[src/rtl/vga_timing_gen.sv]
// rtl/vga_timing_gen.sv - parametrised VGA raster timing generator with a registered RGB/sync output stage
// Optional macro VGA_TIMING_TEST_PATTERN_EN swaps PIX_* for an internal 8-bar colour pattern.
module vga_timing_gen #(
  parameter int H_ACTIVE = 800,
  parameter int H_FP     = 56,
  parameter int H_SYNC   = 120,
  parameter int H_BP     = 64,
  parameter int V_ACTIVE = 600,
  parameter int V_FP     = 37,
  parameter int V_SYNC   = 6,
  parameter int V_BP     = 23,
  parameter int HS_POL   = 1,
  parameter int VS_POL   = 1,
  parameter int CLK_DIV  = 1,
  parameter int COLOR_W  = 4,
  parameter int CW       = 11
) (
  input  logic               CLOCK_50,
  input  logic               RESET_N,
  input  logic               ENABLE,
  input  logic [COLOR_W-1:0] PIX_R,
  input  logic [COLOR_W-1:0] PIX_G,
  input  logic [COLOR_W-1:0] PIX_B,
  output logic [CW-1:0]      PIX_X,
  output logic [CW-1:0]      PIX_Y,
  output logic               PIX_REQ,
  output logic [COLOR_W-1:0] VGA_RED,
  output logic [COLOR_W-1:0] VGA_GREEN,
  output logic [COLOR_W-1:0] VGA_BLUE,
  output logic               VGA_HS,
  output logic               VGA_VS,
  output logic               VGA_DE,
  output logic               FRAME_START,
  output logic               LINE_START
);

  localparam int H_TOTAL = H_ACTIVE + H_FP + H_SYNC + H_BP;
  localparam int V_TOTAL = V_ACTIVE + V_FP + V_SYNC + V_BP;

  localparam logic [31:0] H_ACT_W = 32'(H_ACTIVE);
  localparam logic [31:0] V_ACT_W = 32'(V_ACTIVE);
  localparam logic [31:0] H_LAST  = 32'(H_TOTAL - 1);
  localparam logic [31:0] V_LAST  = 32'(V_TOTAL - 1);
  localparam logic [31:0] HS_BEG  = 32'(H_ACTIVE + H_FP);
  localparam logic [31:0] HS_END  = 32'(H_ACTIVE + H_FP + H_SYNC);
  localparam logic [31:0] VS_BEG  = 32'(V_ACTIVE + V_FP);
  localparam logic [31:0] VS_END  = 32'(V_ACTIVE + V_FP + V_SYNC);
  localparam logic [3:0]  DIV_LAST = 4'(CLK_DIV - 1);
  localparam logic        HS_IDLE = (HS_POL == 0);
  localparam logic        VS_IDLE = (VS_POL == 0);

  if (CLK_DIV < 1 || CLK_DIV > 16) begin : g_bad_clk_div
    $error("vga_timing_gen: CLK_DIV must be 1..16");
  end
  if ((H_TOTAL > (2 ** CW)) || (V_TOTAL > (2 ** CW))) begin : g_bad_cw
    $error("vga_timing_gen: CW too narrow for H_TOTAL/V_TOTAL");
  end

  logic [3:0]         div_cnt;
  logic [CW-1:0]      h_cnt;
  logic [CW-1:0]      v_cnt;
  logic [31:0]        h_w;
  logic [31:0]        v_w;
  logic               tick;
  logic               h_wrap;
  logic               v_wrap;
  logic               in_active;
  logic               in_hs;
  logic               in_vs;
  logic [COLOR_W-1:0] src_r;
  logic [COLOR_W-1:0] src_g;
  logic [COLOR_W-1:0] src_b;

  // Window compares are done 32 bits wide so an end bound equal to 2^CW still works.
  assign h_w       = 32'(h_cnt);
  assign v_w       = 32'(v_cnt);
  assign tick      = (div_cnt == DIV_LAST);
  assign h_wrap    = (h_w == H_LAST);
  assign v_wrap    = (v_w == V_LAST);
  assign in_active = (h_w < H_ACT_W) && (v_w < V_ACT_W);
  assign in_hs     = (h_w >= HS_BEG) && (h_w < HS_END);
  assign in_vs     = (v_w >= VS_BEG) && (v_w < VS_END);

  assign PIX_X   = h_cnt;
  assign PIX_Y   = v_cnt;
  assign PIX_REQ = RESET_N && ENABLE && tick && in_active;

`ifdef VGA_TIMING_TEST_PATTERN_EN
  logic [2:0] bar_idx;
  logic       unused_pix;

  // Bar k starts at ceil(k*H_ACTIVE/8), which equals floor(h*8/H_ACTIVE) >= k.
  always_comb begin
    bar_idx = 3'd0;
    for (int k = 1; k < 8; k++) begin
      if (h_w >= 32'((k * H_ACTIVE + 7) / 8)) bar_idx = 3'(k);
    end
  end

  assign src_r      = {COLOR_W{bar_idx[2]}};
  assign src_g      = {COLOR_W{bar_idx[1]}};
  assign src_b      = {COLOR_W{bar_idx[0]}};
  assign unused_pix = ^{PIX_R, PIX_G, PIX_B};
`else
  assign src_r = PIX_R;
  assign src_g = PIX_G;
  assign src_b = PIX_B;
`endif

  always_ff @(posedge CLOCK_50 or negedge RESET_N) begin
    if (!RESET_N) begin
      div_cnt <= 4'd0;
      h_cnt   <= '0;
      v_cnt   <= '0;
    end else if (!ENABLE) begin
      div_cnt <= 4'd0;
      h_cnt   <= '0;
      v_cnt   <= '0;
    end else begin
      div_cnt <= tick ? 4'd0 : div_cnt + 4'd1;
      if (tick) begin
        if (h_wrap) begin
          h_cnt <= '0;
          v_cnt <= v_wrap ? '0 : v_cnt + 1'b1;
        end else begin
          h_cnt <= h_cnt + 1'b1;
        end
      end
    end
  end

  // Strobes are cleared on every non-tick cycle so they last one CLOCK_50 cycle.
  always_ff @(posedge CLOCK_50 or negedge RESET_N) begin
    if (!RESET_N) begin
      VGA_HS      <= HS_IDLE;
      VGA_VS      <= VS_IDLE;
      VGA_DE      <= 1'b0;
      VGA_RED     <= '0;
      VGA_GREEN   <= '0;
      VGA_BLUE    <= '0;
      FRAME_START <= 1'b0;
      LINE_START  <= 1'b0;
    end else if (!ENABLE) begin
      VGA_HS      <= HS_IDLE;
      VGA_VS      <= VS_IDLE;
      VGA_DE      <= 1'b0;
      VGA_RED     <= '0;
      VGA_GREEN   <= '0;
      VGA_BLUE    <= '0;
      FRAME_START <= 1'b0;
      LINE_START  <= 1'b0;
    end else begin
      FRAME_START <= tick && (h_cnt == '0) && (v_cnt == '0);
      LINE_START  <= tick && (h_cnt == '0);
      if (tick) begin
        VGA_HS    <= in_hs ^ HS_IDLE;
        VGA_VS    <= in_vs ^ VS_IDLE;
        VGA_DE    <= in_active;
        VGA_RED   <= in_active ? src_r : '0;
        VGA_GREEN <= in_active ? src_g : '0;
        VGA_BLUE  <= in_active ? src_b : '0;
      end
    end
  end

endmodule

[config.mk]
export PLATFORM = sky130hd
export DESIGN_NAME = vga_timing_gen
export DESIGN_NICKNAME = d
export VERILOG_FILES = /design/src/rtl/vga_timing_gen.sv
export SDC_FILE = /design/constraint.sdc
export NUM_CORES = 1
export LEC_CHECK = 0
export BUFFER_PORTS_ARGS = -buffer_cell sky130_fd_sc_hd__buf_2
export CAP_MARGIN = 0
export CELL_PAD_IN_SITES_DETAIL_PLACEMENT = 0
export CELL_PAD_IN_SITES_GLOBAL_PLACEMENT = 1
export CORE_ASPECT_RATIO = 1.25
export CORE_MARGIN = 2
export CORE_UTILIZATION = 43
export DETAILED_ROUTE_END_ITERATION = 12
export PLACE_DENSITY_LB_ADDON = 0.08
export SKIP_CTS_REPAIR_TIMING = 1
export SLEW_MARGIN = 5
export SYNTH_ARGS = -nofsm -noshare
export SYNTH_HDL_FRONTEND = slang
export SYNTH_SLANG_ARGS = --single-unit
[constraint.sdc]
create_clock -name CLOCK_50 -period 4.5 [get_ports CLOCK_50]
set_input_delay 0.9 -clock CLOCK_50 [delete_from_list [all_inputs] [get_ports CLOCK_50]]
set_output_delay 0.9 -clock CLOCK_50 [all_outputs]
set_load 0.02 [all_outputs]
==> results of run 1 <==
[worst max-delay path, stage by stage]
cell and delay [ns]:
buf_2 0.34, nand4bb_1 0.16, or2_2 0.33, a2111oi_4 0.32
buf_4 0.25, and2_1 0.14, buf_2 0.15
[cell families after synthesis]
| kind of cell | share of synthesized area [%] |
|---|---|
| flip-flops | 47.4 |
| AO/OA/AOI/OAI | 20.1 |
| XOR/XNOR | 3.09 |
| adder cells (fa/ha/maj) | 3.86 |
| AND/OR/NAND/NOR | 20.6 |
| buffers and inverters | 5.02 |
[sequential cells by signal, indices dropped and copies added, names as in the netlist]
signal       cells
LINE_START       1
VGA_DE           1
VGA_HS           1
FRAME_START      1
PIX_X           11
VGA_VS           1
PIX_Y           11
VGA_GREEN        4
VGA_RED          4
VGA_BLUE         4
div_cnt          4
[layer usage]
| metal | track usage [%] | vias up | wire, µm | part of all wire [%] |
|---|---|---|---|---|
| li1 | - | 943 | - | - |
| met1 | 28.0 | 913 | 2510 | 45 |
| met2 | 30.8 | 49 | 2700 | 49 |
| met3 | 3.71 | 10 | 196 | 3.5 |
| met4 | 8.20 | 0 | 130 | 2.3 |
| met5 | 0 | - | 0 | 0 |
[worst min-delay path by stage]
stage | end | slack [ns] | depth (start not counted)
2_1_floorplan | div_cnt[0]$_DFF_PN0_ | 0.45 | 1
3_3_place_gp | VGA_DE$_DFFE_PN0P_ | 0.45 | 1
3_5_place_dp | VGA_DE$_DFFE_PN0P_ | 0.46 | 1
4_1_cts | VGA_DE$_DFFE_PN0P_ | 0.48 | 1
5_1_grt | VGA_DE$_DFFE_PN0P_ | 0.51 | 1
6_report | VGA_DE$_DFFE_PN0P_ | 0.47 | 1
[power by group]
group	internal (W)	switching (W)
clock network	0.000183	0.000141
logic	0.0000864	0.000151
registers	0.000425	0.0000360
[cells in the final DEF (no fill, tap or decap), types with 11 or more instances in the layout]
master	instances
buf_2	54
dfrtp_1	43
nor2_1	16
nand2_1	15
nand3_1	13
inv_1	12
a22o_1	12
a21oi_1	11
[stage by stage]
step           cells  power (W)  util, %
2_1_floorplan    228   0.000623        -
3_3_place_gp     332   0.000707     50.5
3_5_place_dp     332   0.000709     50.5
4_1_cts          340    0.00103     52.9
5_1_grt          340    0.00108     52.9
6_report         340    0.00102     52.9
[layout make-up]
type	count	area share, %
multi-input cells	159	40.2
flip-flops and latches	43	40.1
repair buffers	56	10.6
clock buffers	6	3.08
well taps	62	2.89
inverters	12	1.68
clock inverters	2	1.44
==> qor.yml, run 1 <==
grt-ovfl-total: 0
reg2reg_slack_ns: 1.98
rsz0062_at_grt: "false"
cp-start-kind: "input pin"
holdCritStartpoint: "VGA_DE$_DFFE_PN0P_"
synth.cell_area_mm2: 0.00227
peakVddDrop_mv: 0.193
synth_area_leader_cell: "dfrtp_1"
setup_viol: 0
whs_ns: 0.473
synth.net_count: 250
path_clk_slew_ns: 0.08
yosysTopAreaCellShare_pct: 47.4
grt_pass1_vias: 1744
grt_max_degree: 44
startpoint: "ENABLE"
core_mm2: 0.00508
maxCapViolCount: 0
drc: 0
wl_per_cell_um: 16.3
rr_worst_depth: 6
synth_seq_cells: 43
drt_iter0_drc: 111
worstPathRequired_ns: 3.60
finalMaxSlewViolations: 0
io_buffers: 54
synth_flop_cell: "dfrtp_1"
fp.dieW_um: 69.0
synth.avg_cell_area_um2: 9.95
syn-instance-count: 228
root_buffer: "clkbuf_8"
areaGrowthSynthToFinish_pct: 18.3
vias_per_cell: 5.63
drtAntennaViolNets: 0
worstPathMaxFanout: 22
grt_pass1_wl_mm: 8.89
period_needed_ns: 3.50
synth_commonest_cells: "43 x dfrtp_1, 16 x nor2_1, 15 x nand2_1"
dp_hpwl_mm: 3.91
fillers: 507
worstSetupPathType: "input pin to output port"
timing.final.ws_setup_ns: 0.998
tns_ns: 0
clk-insertion-delay-late_ns: 0.30
clock.fmax_ghz: 0.286
synth.most_common_cell: "dfrtp_1"
place_congestion: 0.753
power.leakage_nw: 1.29
hold_viol: 0
start_util_pct: 44.7
ys_warn_count: 0
fin_area_mm2: 0.00269
dr.pass1.iters: 4
fin_crit_sh_pct: 77.8
drive_gt1_share_pct: 25.5
outcome: "completed"
post-place-ws_ns: 0.994
nets: 299
drt_wl_total_mm: 5.54
cp.arrival_ns: 2.60
antenna_found_initial: 0
clock_skew_ns: 0.00510
cp-end-kind: "output port"
h-tree-depth: 2
ys_seq_area_share_pct: 47.4
synth_edf_count: 0
grt_use_total_pct: 20.2
clock_path_buffers: 2
netlist_top_cells_area: "dfrtp_1 47%, a22o_1 4.6%, ha_1 3.9%"
diodes: 0
reg2reg_to: "PIX_Y[6]$_DFFE_PN0P_"
power_density_mw_per_mm2: 381
crit_end: "PIX_REQ"
io-pin-count: 55
rows: 29
via_count: 1915
rr_startpoint: "div_cnt[0]$_DFF_PN0_"
cts_tree: "built"
clock_sinks: 43
place_area_mm2: 0.00256
worst_pin_slew_ns: 1.09
async_reset_ff_share_pct: 100
multiInputGateArea_mm2: 0.00108
min_path_type: "register to register"
ys_types: 47
dieArea_mm2: 0.00588
relSlewSlack_pct: 27.1
die_h_um: 85.2
seqCellArea_mm2: 0.00108
numCtsBuffers: 5
Note: power is estimated with default switching activity, not from simulation.
==> run 2: changes to the inputs <==
CORE_UTILIZATION = 40   (was 43)
clock period = 3.5 ns   (was 4.5 ns; I/O delays follow)
==> qor.yml, run 2 (same netlist as run 1, synthesis figures left out) <==
outcome: "completed"
startpoint: "div_cnt[0]$_DFF_PN0_"
worstSetupPathType: "register to output port"
whs_ns: 0.481  # +0.00715 ns
cp-start-kind: "register"
reg2reg_slack_ns: 1.33  # -0.65 ns
reg2reg_to: "PIX_Y[6]$_DFFE_PN0P_"
fp.dieW_um: 71.4  # +3.5%
power.leakage_nw: 1.29  # +0.22%
areaGrowthSynthToFinish_pct: 18.7
relSlewSlack_pct: 54.3  # +27 points
grt_pass1_vias: 1861  # +6.7%
rr_startpoint: "div_cnt[0]$_DFF_PN0_"
clock_sinks: 43  # unchanged
finalMaxSlewViolations: 0  # unchanged
p_total_w: 0.00129  # +26%
path_clk_slew_ns: 0.08  # about the same
place_congestion: 0.778  # +3.3%
dp_hpwl_mm: 3.99  # +1.9%
place_area_mm2: 0.00259  # +0.98%
clock_skew_ns: 0.00420  # -0.000901 ns
power_density_mw_per_mm2: 478  # +26%
fin_crit_sh_pct: 80.2
cp-end-kind: "output port"
drive_gt1_share_pct: 26.1  # +0.53 points
hold_viol: 0  # unchanged
dr.pass1.iters: 4  # unchanged
setup_viol: 0  # unchanged
final_common_cell: "buf_2"
worst_pin_slew_ns: 0.682  # -0.408 ns
cts_tree: "built"
die_h_um: 88.2  # +3.5%
maxCapViolCount: 0  # unchanged
nets: 302  # +1.0%
drt_iter0_drc: 117  # +5.4%
root_buffer: "clkbuf_8"
antenna_found_initial: 0  # unchanged
clock_path_buffers: 2  # unchanged
worstPathRequired_ns: 2.80  # -0.80 ns
grt_pass1_wl_mm: 9.13  # +2.7%
layout_common_cells: "54 x buf_2, 43 x dfrtp_1, 16 x nor2_1, 15 x nand2_1, 13 x nand3_1"
io_buffers: 54  # unchanged
post-place-ws_ns: 0.847  # -0.147 ns
vias_per_cell: 5.62  # -0.23%
fin_area_mm2: 0.00270  # +0.37%
drc: 0  # unchanged
drtAntennaViolNets: 0  # unchanged
peakVddDrop_mv: 0.260  # +35%
grt-ovfl-total: 0  # unchanged
wl_per_cell_um: 16.0  # -1.4%
rows: 30  # +3.4%
cp.arrival_ns: 2.11  # -0.49 ns
via_count: 1933  # +0.94%
dieArea_mm2: 0.00630  # +7.1%
drt_wl_total_mm: 5.52  # -0.27%
grt_use_total_pct: 18.4  # -1.8 points
start_util_pct: 41.7  # -3.0 points
clock.fmax_ghz: 0.356
core_mm2: 0.00544  # +7.1%
period_needed_ns: 2.81
rsz0062_at_grt: "false"
io-pin-count: 55  # unchanged
timing.final.ws_setup_ns: 0.693  # -0.305 ns
rr_worst_depth: 7  # +1
crit_end: "PIX_REQ"
worstPathMaxFanout: 4  # -82%
clk-insertion-delay-late_ns: 0.30  # about the same
numCtsBuffers: 5  # unchanged
diodes: 0  # unchanged
tns_ns: 0  # unchanged
min_path_type: "register to register"
grt_max_degree: 44  # unchanged
h-tree-depth: 2  # unchanged
run 2: critical path, cell delays in order, from the launching register on:
cell and delay [ns]:
dfrtp_1 0.41, inv_1 0.07, ha_1 0.17, nand4bb_1 0.13
or2_2 0.33, a2111oi_4 0.36, and2_1 0.17, buf_2 0.16
run 2: final cells by class:
class,instances,area (µm²)
clock buffers,5,68.8
clock inverters,2,37.5
fillers,529,2750
inverters,12,45.0
multi-input cells,159,1080
flip-flops and latches,43,1080
well taps,64,80.1
repair buffers,59,308
run 2: per-stage QoR:
step / std cells / utilization, %
final: 344 / 49.5
after global routing: 344 / 49.5
after CTS: 344 / 49.5
after detailed placement: 337 / 47.6
after global placement: 337 / 47.6
after floorplan: 228 / -
run 2: worst min-delay path by stage:
stage | from | end | slack [ns] | depth (start not counted)
after floorplan | RESET_N | FRAME_START$_DFF_PN0_ | 0.40 | 0
after global placement | VGA_DE$_DFFE_PN0P_ | VGA_DE$_DFFE_PN0P_ | 0.46 | 1
after detailed placement | VGA_DE$_DFFE_PN0P_ | VGA_DE$_DFFE_PN0P_ | 0.46 | 1
after CTS | VGA_DE$_DFFE_PN0P_ | VGA_DE$_DFFE_PN0P_ | 0.49 | 1
after global routing | VGA_DE$_DFFE_PN0P_ | VGA_DE$_DFFE_PN0P_ | 0.50 | 1
final | VGA_DE$_DFFE_PN0P_ | VGA_DE$_DFFE_PN0P_ | 0.48 | 1
run 2: layer usage:
layer | track usage, % | up-vias | wire length [µm]
li1 | - | 938 | -
met1 | 23.8 | 923 | 2450
met2 | 30.8 | 65 | 2670
met3 | 3.53 | 7 | 305
met4 | 6.52 | 0 | 97
met5 | 0 | - | 0
run 2: power breakdown:
| part | internal (W) | switching (W) | leakage [nW] |
|---|---|---|---|
| logic | 0.000114 | 0.000193 | 0.665 |
| registers | 0.000546 | 0.0000475 | 0.579 |
| clock network | 0.000209 | 0.000179 | 0.0502 |
